### src/rtl/ring_arbiter_pkg.sv
// Shared types and helpers for the round-robin ring arbiter.
package ring_arbiter_pkg;

  // Default configuration; the top level derives its own widths from its parameters.
  localparam int N_DFLT       = 4;
  localparam int QUANTUM_DFLT = 8;
  localparam int IDXW         = $clog2(N_DFLT);
  localparam int CNTW         = $clog2(QUANTUM_DFLT);

  // Widest ring the rotate helper supports.
  localparam int MAXN = 32;

  typedef enum logic {
    IDLE  = 1'b0,
    GRANT = 1'b1
  } state_e;

  // Rotate the low n bits of v left by one, wrapping bit n-1 into bit 0.
  function automatic logic [MAXN-1:0] onehot_rotl1(input logic [MAXN-1:0] v, input int n);
    logic [MAXN-1:0] r;
    int              ip;
    r = '0;
    for (int i = 0; i < MAXN; i++) begin
      ip = i + 1;
      if (i < n) begin
        if (i == n - 1) r[0] = v[i[4:0]];
        else            r[ip[4:0]] = v[i[4:0]];
      end
    end
    return r;
  endfunction

endpackage

### src/rtl/ring_arbiter_rr_pick.sv
// Combinational circular priority search: first set request at or above the token.
module rr_pick
  import ring_arbiter_pkg::*;
#(
  parameter int N  = N_DFLT,
  parameter int IW = $clog2(N)
) (
  input  logic [N-1:0]  req_i,
  input  logic [N-1:0]  token_i,
  output logic          valid_o,
  output logic [IW-1:0] idx_o
);

  // Scan offsets from farthest to nearest so the closest requester overwrites the rest.
  always_comb begin
    int p;
    p       = 0;
    valid_o = 1'b0;
    idx_o   = '0;
    for (int j = 0; j < N; j++) begin
      if (token_i[j[IW-1:0]]) begin
        for (int k = N - 1; k >= 0; k--) begin
          p = (j + k) % N;
          if (req_i[p[IW-1:0]]) begin
            valid_o = 1'b1;
            idx_o   = p[IW-1:0];
          end
        end
      end
    end
  end

endmodule

### src/rtl/ring_arbiter.sv
// Round-robin arbiter with a rotating one-hot priority token and a hold quantum.
module ring_arbiter
  import ring_arbiter_pkg::*;
#(
  parameter int N       = N_DFLT,
  parameter int QUANTUM = QUANTUM_DFLT
) (
  input  logic                 clk,
  input  logic                 rst,
  input  logic [N-1:0]         req,
  input  logic [N-1:0]         done,
  output logic [N-1:0]         gnt,
  output logic [$clog2(N)-1:0] gnt_idx,
  output logic                 busy,
  output logic                 timeout,
  output logic [N-1:0]         token
);

  localparam int IW = $clog2(N);
  localparam int CW = $clog2(QUANTUM);

  state_e          state_q;
  logic [N-1:0]    gnt_q;
  logic [N-1:0]    token_q;
  logic [IW-1:0]   gnt_idx_q;
  logic            busy_q;
  logic            timeout_q;
  logic [CW-1:0]   hold_cnt_q;

  logic            pick_valid;
  logic [IW-1:0]   pick_idx;
  logic [N-1:0]    gnt_d;
  logic [N-1:0]    token_d;
  logic [MAXN-1:0] gnt_ext;
  logic [MAXN-1:0] rot_ext;
  logic            done_hit;
  logic            req_hit;
  logic            expire;

  rr_pick #(.N(N), .IW(IW)) u_pick (
    .req_i   (req),
    .token_i (token_q),
    .valid_o (pick_valid),
    .idx_o   (pick_idx)
  );

  // Candidate grant vector, next token and release conditions for the current grantee.
  always_comb begin
    gnt_d           = '0;
    gnt_d[pick_idx] = 1'b1;
    gnt_ext         = '0;
    gnt_ext[N-1:0]  = gnt_q;
    rot_ext         = onehot_rotl1(gnt_ext, N);
    token_d         = rot_ext[N-1:0];
    done_hit        = done[gnt_idx_q];
    req_hit         = req[gnt_idx_q];
    expire          = (hold_cnt_q == CW'(QUANTUM - 1));
  end

  // Arbitration FSM: idle search, grant hold, release with token advance.
  always_ff @(posedge clk or posedge rst) begin
    if (rst) begin
      state_q    <= IDLE;
      gnt_q      <= '0;
      gnt_idx_q  <= '0;
      busy_q     <= 1'b0;
      timeout_q  <= 1'b0;
      token_q    <= {{(N-1){1'b0}}, 1'b1};
      hold_cnt_q <= '0;
    end else begin
      timeout_q <= 1'b0;
      case (state_q)
        IDLE: begin
          if (pick_valid) begin
            state_q    <= GRANT;
            gnt_q      <= gnt_d;
            gnt_idx_q  <= pick_idx;
            busy_q     <= 1'b1;
            hold_cnt_q <= '0;
          end
        end
        GRANT: begin
          if (done_hit || !req_hit || expire) begin
            state_q    <= IDLE;
            gnt_q      <= '0;
            gnt_idx_q  <= '0;
            busy_q     <= 1'b0;
            token_q    <= token_d;
            hold_cnt_q <= '0;
            // Only a pure quantum expiry counts as a timeout; done or withdrawal take precedence.
            timeout_q  <= !done_hit && req_hit;
          end else begin
            hold_cnt_q <= hold_cnt_q + CW'(1);
          end
        end
        default: state_q <= IDLE;
      endcase
    end
  end

  assign gnt     = gnt_q;
  assign gnt_idx = gnt_idx_q;
  assign busy    = busy_q;
  assign timeout = timeout_q;
  assign token   = token_q;

endmodule

### config.mk
export PLATFORM = sky130hd
export DESIGN_NAME = ring_arbiter
export DESIGN_NICKNAME = d
export VERILOG_FILES = /design/src/rtl/ring_arbiter_pkg.sv /design/src/rtl/ring_arbiter_rr_pick.sv /design/src/rtl/ring_arbiter.sv
export SDC_FILE = /design/constraint.sdc
export NUM_CORES = 1
export LEC_CHECK = 0
export CAP_MARGIN = 40
export CORE_MARGIN = 5
export CORE_UTILIZATION = 46
export DETAILED_ROUTE_END_ITERATION = 6
export PLACE_DENSITY = 0.86
export SYNTH_ARGS = -nofsm -noshare
export SYNTH_HDL_FRONTEND = slang
export SYNTH_SLANG_ARGS = --single-unit
### constraint.sdc
create_clock -name clk -period 1.8 [get_ports clk]
set_input_delay 0.36 -clock clk [delete_from_list [all_inputs] [get_ports clk]]
set_output_delay 0.36 -clock clk [all_outputs]
set_load 0.03 [all_outputs]
==> results.cfg, run 1 <==
[worst_setup_path]
crit_slowest_cell = clkdlybuf4s50_1
slowest_delay_ns = 0.72
cp_num_buf_inv = 1
endpoint_kind = output port
worstSetupPathType = reg -> out
worstPathCellList = clkdlybuf4s50_1
timing.rr.start = token[1]$_DFFE_PP0P_
crit_cells = 1
start_kind = register
r2r_slack_ns = 0.13
worst-r2r-cell-count = 5
critical_path_required_ns = 1.44
crit_start = gnt[1]$_DFFE_PP0P_
cp_max_fo = 3
critPathTopFamily = buffers and inverters
critPathArrivalTime_ns = 1.40
reg2reg_to = gnt[0]$_DFFE_PP0P_

[cells_and_area]
syn_to_final_growth_pct = 55.03
drive_gt1_frac = 0.3462
post-route-util = 0.7451
antennaDiodeCount = 0
fin_nets = 117
layout.cells.non_filler = 129

[route]
drt-initial-drc-count = 10
vias = 741
drt-met1-wl_um = 951
drc = 0
drtAntennaViolNets = 0
routedWlPerCell_um = 17.67
wl_met3_um = 117
highest_layer = met4
met2_length_mm = 1.108
vias_per_cell = 5.744
routed_wl_mm = 2.279
dr.pass1.iters = 4

[logic_synthesis]
synth_top_area_share = 0.4573
ys_ff_latch = 16
syn_nets = 82
yosysWarnings = 0
synthCells = 70
synth-seq-area-share = 0.4893
avgSynthCellArea_um2 = 11.73
netlist_area_um2 = 820.8
ys_types = 31
synth_top_cell_by_area = dfrtp_1
synth_area_leaders = dfrtp_1, mux2_4, dfstp_2, a21oi_1, ha_1

[timing]
hold_viol = 0
tns_ns = 0
worstMarginPinSlew_ns = 0.4747
setup_viol = 0
finalCriticalPeriod_ns = 1.765
rsz0062_at_grt = false
finalHoldWorstSlack_ns = 0.3422
drv_slew = 0
max_freq_mhz = 566.6
finClkSkew_ns = 0.003064
slew_headroom = 0.6808
fin_crit_sh = 0.9805

[placed_design]
dp_cells = 124
io_buffers = 21
hpwl_mm = 1.538
routabilityCongestion = 0.7832

[floorplan]
die_area_um2 = 2729
rows = 15
initial_core_util = 0.4806
io_pins = 22
fp.dieH_um = 52.24
die_w_um = 52.24
core_um2 = 1708

[global_routing]
grt_pass1_wl_mm = 3.505
grt_remaining_overflow = 0
grt_max_degree = 11
antenna_found_initial = 0
globalRouteTotalUtil = 0.1729
grt_pass1_vias = 764

[clocking]
clkTransAtPathRegs_ns = 0.09
numCtsBuffers = 3
cts.sinks = 16
hold_buffers = 0
cts_tree = done
clock_latency_ns = 0.28
cts_max_level = 1
cts_buffer_depth = 2
cts-root-buf = clkbuf_4

[pwr]
power.density_nw_per_um2 = 518.1
peakVddDrop_mv = 0.5394
power_leakage_nw = 0.6813

[min_path]
hold_path_class = in -> async

[outcome]
status = completed

[job]
cap_violations = 0
power breakdown:
group,switching (mW),total [mW],internal (mW)
sequential,0,0.359,0.359
combinational,0.0270,0.0628,0.0358
clock,0.114,0.237,0.123
per-stage QoR:
step / cell area (um2) / total power [mW] / setup WS (ns)
floorplan: 822.0 / 0.3826 / 0.07118
global placement: 1122 / 0.4190 / -0.3313
detailed placement: 1122 / 0.4205 / -0.3773
CTS: 1187 / 0.6485 / -0.01075
global route: 1272 / 0.6925 / 0.002228
finish: 1272 / 0.6593 / 0.03509
worst max path at each step:
stage	end	slack (ns)
5_1_grt	gnt[1]	0.002
2_1_floorplan	token[1]$_DFFE_PP0P_	0.07
6_report	gnt[1]	0.04
3_5_place_dp	token[3]$_DFFE_PP0P_	-0.38
4_1_cts	gnt[0]$_DFFE_PP0P_	-0.01
3_3_place_gp	token[2]$_DFFE_PP0P_	-0.33
sequential cells by signal (all words and copies together), names as in the netlist:
| name | count |
|---|---|
| gnt_idx | 2 |
| timeout | 1 |
| gnt | 4 |
| busy | 1 |
| token | 4 |
| state_q | 1 |
| hold_cnt_q | 3 |
routing by layer:
metal,GRT usage,vias to the layer above
li1,-,331
met1,0.2172,361
met2,0.3033,37
met3,0.02849,12
met4,0.05106,0
met5,0,-
cell families after synthesis:
family,Yosys count,synth area share
compound gates,23,0.1967
fa+ha+maj,2,0.03048
buf+inv,4,0.02896
flops,16,0.4893
mux,6,0.1143
simple gates,19,0.1402
area by class of cell:
| class | instances | area (um2) |
|---|---|---|
| inverters | 2 | 7.507 |
| multi-input cells | 50 | 471.7 |
| flip-flops and latches | 16 | 402.9 |
| well taps | 25 | 31.28 |
| fillers | 109 | 435.4 |
| clock buffers | 4 | 36.28 |
| repair buffers | 32 | 322.8 |
synth_stat cells:
master,instances
ha_1,2
mux4_2,1
mux2_2,1
o31a_1,1
mux2_4,4
nor2b_1,2
o32ai_1,2
a32o_1,2
a31o_2,1
nor2_1,2
nand2_1,3
nor3b_1,1
and3b_1,1
buf_2,1
a22o_1,2
or4_1,2
o22ai_1,1
inv_1,2
o21bai_1,1
o21ai_0,4
a21oi_1,5
nand3b_1,1
dfrtp_1,15
and2b_1,2
nand2b_1,4
o31ai_1,1
dfstp_2,1
nor3_1,1
buf_6,1
o21a_1,2
a211oi_1,1
placed cells by master (no fill, tap or decap), types with 2 or more instances in the layout:
cell	instances
nor2b_1	2
o21ai_0	3
a21oi_1	5
nand2b_4	4
clkdlybuf4s50_1	9
nand2_1	3
nor2_1	2
o32ai_2	2
ha_1	2
buf_4	8
inv_1	2
clkbuf_4	3
and2b_1	2
dfrtp_1	14
mux2_4	4
a32o_1	2
a22o_1	2
dlygate4sd2_1	3
dlymetal6s2s_1	9
buf_6	3
repair_timing:
item	4_1_cts	5_1_grt
endpoints found under the setup margin	16	11
buffers inserted	0	1
gates resized for setup	12	17
gates cloned	0	0
pin swaps	1	2
(Power assumes the default switching activity.)
==> inputs of run 2 (changes only) <==
--- a/config.mk
+++ b/config.mk
@@ -6,7 +6,7 @@
 export NUM_CORES = 1
 export LEC_CHECK = 0
 export CAP_MARGIN = 40
-export CORE_MARGIN = 5
+export CORE_MARGIN = 2
 export CORE_UTILIZATION = 46
 export DETAILED_ROUTE_END_ITERATION = 6
 export PLACE_DENSITY = 0.86
==> results.cfg, run 2 (synthesis results as in run 1) <==
[cells_and_area]
mostFrequentLayoutCells = dfrtp_1, clkdlybuf4s50_1, buf_4
fillerInstances = 108
fin_nets = 116
layout_commonest_cell = dfrtp_1
drive_gt1_frac = 0.3010
multi_input_area_um2 = 447.9
antennaDiodeCount = 0
final_area_um2 = 1224
ff_latch_area_um2 = 402.9
syn_to_final_growth_pct = 49.08

[clocking]
cts_tree = done
cts_max_level = 1
clkTransAtPathRegs_ns = 0.09
numCtsBuffers = 3
cts_buffer_depth = 2
cts_setup_buffers = 0
cts-root-buf = clkbuf_4
cts.sinks = 16
clock_latency_ns = 0.28

[pwr]
power_leakage_nw = 0.6053
swShare = 0.2032
power.density_nw_per_um2 = 527.5
peakVddDrop_mv = 0.4789
pwr-share-comb = 0.086
seq_power_share = 0.556
clockPowerShare = 0.358
power.internal_mw = 0.5144
switchingPower_mw = 0.1312

[worst_setup_path]
reg2reg_to = gnt[3]$_DFFE_PP0P_
cp_max_fo = 5
slowest_delay_ns = 0.43
worstPathCellList = clkdlybuf4s50_1 > buf_4 > or4_4 > nand3b_1 > a211oi_2 > a32o_1
timing.rr.start = token[1]$_DFFE_PP0P_
start_kind = input pin
worst-r2r-cell-count = 4
critPathArrivalTime_ns = 1.94
endpoint_kind = register
worstSetupPathType = in -> reg
crit_slowest_cell = clkdlybuf4s50_1
crit_start = req[2]
r2r_slack_ns = 0.13
critical_path_required_ns = 1.98
cp-endpoint = gnt[3]$_DFFE_PP0P_

[timing]
drv_slew = 0
setup_viol = 0
setup_slack_ns = 0.03133
hold_viol = 0
slew_headroom = 0.5991
max_freq_mhz = 565.4
worstMarginPinSlew_ns = 0.6007
finClkSkew_ns = 0.001878
fin_crit_sh = 0.9826
tns_ns = 0
finalHoldWorstSlack_ns = 0.4344
finalCriticalPeriod_ns = 1.769
rsz0062_at_grt = true

[placed_design]
routabilityCongestion = 0.8297
place_ws_ns = -0.3582
placed_cell_area_um2 = 1122
hpwl_mm = 1.471
io_buffers = 21

[floorplan]
rows = 15
fp.dieH_um = 46.24
die_w_um = 46.24
core_um2 = 1708
die_area_um2 = 2138
io_pins = 22
initial_core_util = 0.4806

[route]
met2_length_mm = 1.018
vias = 708
dr.pass1.iters = 4
drt-initial-drc-count = 10
drtAntennaViolNets = 0
vias_per_cell = 5.531
highest_layer = met4
routed_wl_mm = 2.036
wl_met3_um = 97
drt-met1-wl_um = 874
drc = 0
routedWlPerCell_um = 15.91

[job]
cap_violations = 0

[min_path]
hold_path_class = in -> async

[global_routing]
grt_pass1_wl_mm = 3.222
globalRouteTotalUtil = 0.2220
grt_max_degree = 17
antenna_found_initial = 0
grt_remaining_overflow = 0
grt_pass1_vias = 705

[outcome]
status = completed
-- run 2: changes by cell type in the layout (fill, tap and decap cells not counted) --
| cell | delta |
|---|---|
| buf_4 | -1 |
| clkdlybuf4s50_1 | +4 |
| nand2b_4 | -4 |
| dlygate4sd2_1 | +2 |
| nor3b_2 | -1 |
| dlymetal6s2s_1 | -6 |
| nand2b_1 | +4 |
| nor3b_4 | +1 |
-- run 2: metrics by stage --
| stage | utilization | std cells | power [mW] |
|---|---|---|---|
| 3_5_place_dp | 0.6571 | 124 | 0.4206 |
| 2_1_floorplan | - | 70 | 0.3826 |
| 3_3_place_gp | 0.6571 | 124 | 0.4192 |
| 5_1_grt | 0.7165 | 128 | 0.6689 |
| 6_report | 0.7165 | 128 | 0.6455 |
| 4_1_cts | 0.6960 | 128 | 0.6540 |
-- run 2: layout make-up --
type                    count  share of cell area
multi-input cells          50              0.3661
well taps                  25             0.02556
repair buffers             31              0.2434
clock buffers               4             0.02965
inverters                   2            0.006135
flip-flops and latches     16              0.3292
-- run 2: worst min-delay path by stage --
stage                                endpoint  slack [ns]
global route               gnt[0]$_DFFE_PP0P_        0.50
global placement    hold_cnt_q[1]$_DFFE_PP0P_        0.50
finish                 gnt_idx[1]$_DFFE_PP0P_        0.43
floorplan                    busy$_DFFE_PP0P_        0.27
CTS                    gnt_idx[0]$_DFFE_PP0P_        0.45
detailed placement  hold_cnt_q[2]$_DFFE_PP0P_        0.50
-- run 2: timing repair --
item | 4_1_cts | 5_1_grt
hold buffers | 0 | 0
endpoints found under the setup margin | 15 | 14
pin swaps | 1 | 5
resized for setup | 14 | 8
endpoints found under the hold margin | 0 | 0
-- run 2: worst max-delay path, delay by kind of cell --
family                 cells  cell delay (ns)
AOI/OAI and AO/OA          2             0.34
buffers and inverters      2             0.59
and+or+nand+nor            2             0.66
-- run 2: power by group through the flow --
| stage | combinational, mW | sequential [mW] | clock [mW] |
|---|---|---|---|
| finish | 0.0555 | 0.359 | 0.231 |
| global route | 0.0600 | 0.359 | 0.250 |
| CTS | 0.0559 | 0.359 | 0.239 |
| detailed placement | 0.0543 | 0.366 | 0 |
| global placement | 0.0529 | 0.366 | 0 |
| floorplan | 0.0164 | 0.366 | 0 |
-- run 2: layer usage --
metal,vias to the layer above,GRT usage
met2,28,0.3306
li1,334,-
met3,4,0.03922
met5,-,0
met4,0,0.1200
met1,342,0.3050
==> inputs of run 3 (changes only) <==
--- a/config.mk
+++ b/config.mk
@@ -6,7 +6,6 @@
 export NUM_CORES = 1
 export LEC_CHECK = 0
 export CAP_MARGIN = 40
-export CORE_MARGIN = 2
 export CORE_UTILIZATION = 46
 export DETAILED_ROUTE_END_ITERATION = 6
 export PLACE_DENSITY = 0.86
==> results.cfg, run 3 (synthesis results as in run 1) <==
[outcome]
status = finished with violations
failed_checks = DRC

[cells_and_area]
fin_nets = 119
multi_input_area_um2 = 459.2
syn_to_final_growth_pct = 55.64
final_area_um2 = 1277
layout_commonest_cell = dfrtp_1
fillerInstances = 96
mostFrequentLayoutCells = dfrtp_1, dlymetal6s2s_1, buf_4
drive_gt1_frac = 0.3396
antennaDiodeCount = 0
ff_latch_area_um2 = 402.9

[clocking]
hold_buffers = 0
numCtsBuffers = 3
cts_max_level = 1
cts.sinks = 16
cts_buffer_depth = 2
cts-root-buf = clkbuf_4
clkTransAtPathRegs_ns = 0.09
clock_latency_ns = 0.27
cts_tree = done

[min_path]
hold_path_class = in -> async

[timing]
worstMarginPinSlew_ns = 0.5835
hold_viol = 0
drv_slew = 0
setup_viol = 0
finalCriticalPeriod_ns = 1.738
max_freq_mhz = 575.3
rsz0062_at_grt = false
finClkSkew_ns = 0.006134
slew_headroom = 0.6106
fin_crit_sh = 0.9657

[worst_setup_path]
r2r_slack_ns = 0.11
cp_num_buf_inv = 1
worstSetupPathType = reg -> out
endpoint_kind = output port
critPathArrivalTime_ns = 1.38
start_kind = register
critPathTopFamily = buffers and inverters
critical_path_required_ns = 1.44
cp_max_fo = 5
slowest_delay_ns = 0.69
worstPathCellList = clkdlybuf4s50_1
crit_slowest_cell = clkdlybuf4s50_1

[placed_design]
placed_cell_area_um2 = 1136
routabilityCongestion = 0.7754
io_buffers = 21
hpwl_mm = 1.393

[global_routing]
grt_pass1_wl_mm = 3.022
grt_max_degree = 17
antenna_found_initial = 0
grt_pass1_vias = 722
globalRouteTotalUtil = 0.2123
grt_remaining_overflow = 0

[pwr]
power.internal_mw = 0.5153
swShare = 0.2005
clockPowerShare = 0.351
power.density_nw_per_um2 = 504.6
fin_total_pwr_mw = 0.6446
seq_power_share = 0.557
pwr-share-comb = 0.092
peakVddDrop_mv = 0.5583
power_leakage_nw = 0.7027
switchingPower_mw = 0.1292

[floorplan]
core_um2 = 1594
fp.dieH_um = 44.24
rows = 14
initial_core_util = 0.5149
io_pins = 22
die_area_um2 = 1957
die_w_um = 44.24

[route]
routed_wl_mm = 2.018
routedWlPerCell_um = 15.52
dr.pass1.iters = 7
drt-initial-drc-count = 9
wl_met3_um = 118
highest_layer = met4
met2_length_mm = 1.011
drt-met1-wl_um = 859
drc = 1
drtAntennaViolNets = 0
vias_per_cell = 5.523
vias = 718

[job]
cap_violations = 0
-- run 3: what timing repair did --
item,4_1_cts,5_1_grt
endpoints found under the setup margin,15,17
endpoints found under the hold margin,0,0
setup buffers,0,1
gates resized for setup,6,22
pin swaps,0,3
-- run 3: path summary, 6_finish.rpt --
check,start,to,depth (start not counted)
max in group asynchronous,rst,gnt_idx[1]$_DFFE_PP0P_,2
min reg2reg,hold_cnt_q[2]$_DFFE_PP0P_,hold_cnt_q[2]$_DFFE_PP0P_,1
min,rst,timeout$_DFF_PP0_,2
max reg2reg,token[1]$_DFFE_PP0P_,gnt[0]$_DFFE_PP0P_,5
min in group clk,hold_cnt_q[2]$_DFFE_PP0P_,hold_cnt_q[2]$_DFFE_PP0P_,1
max,token[1]$_DFFE_PP0P_,token[1],1
-- run 3: power by group through the flow --
stage          logic [mW]  clock network [mW]  registers, mW
2_1_floorplan      0.0164                   0          0.366
3_3_place_gp       0.0511                   0          0.366
3_5_place_dp       0.0524                   0          0.366
4_1_cts            0.0529               0.232          0.359
5_1_grt            0.0647               0.243          0.359
6_report           0.0594               0.226          0.359
-- run 3: stage by stage --
stage / setup WS, ns / instances / TNS [ns] / hold slack, ns / utilization
global placement: -0.3268 / 125 / -4.253 / 0.4937 / 0.7127
finish: 0.06178 / 130 / 0 / 0.4343 / 0.8014
global route: 0.02296 / 130 / 0 / 0.5036 / 0.8014
floorplan: 0.07118 / 70 / 0 / 0.2730 / -
CTS: -0.05321 / 129 / -0.3051 / 0.4480 / 0.7441
detailed placement: -0.3521 / 125 / -4.686 / 0.5049 / 0.7127
-- run 3: final cells by class --
| type | count | area share |
|---|---|---|
| Clock buffer | 4 | 0.02840 |
| Sequential cell | 16 | 0.3154 |
| Timing Repair Buffer | 34 | 0.2674 |
| Multi-Input combinational cell | 50 | 0.3594 |
| Tap cell | 24 | 0.02351 |
| Inverter | 2 | 0.005877 |
-- run 3: metal layers --
| metal | vias up | GRT usage |
|---|---|---|
| met4 | 0 | 0.07879 |
| met2 | 22 | 0.3441 |
| met1 | 354 | 0.2674 |
| met5 | - | 0 |
| li1 | 337 | - |
| met3 | 5 | 0.06531 |
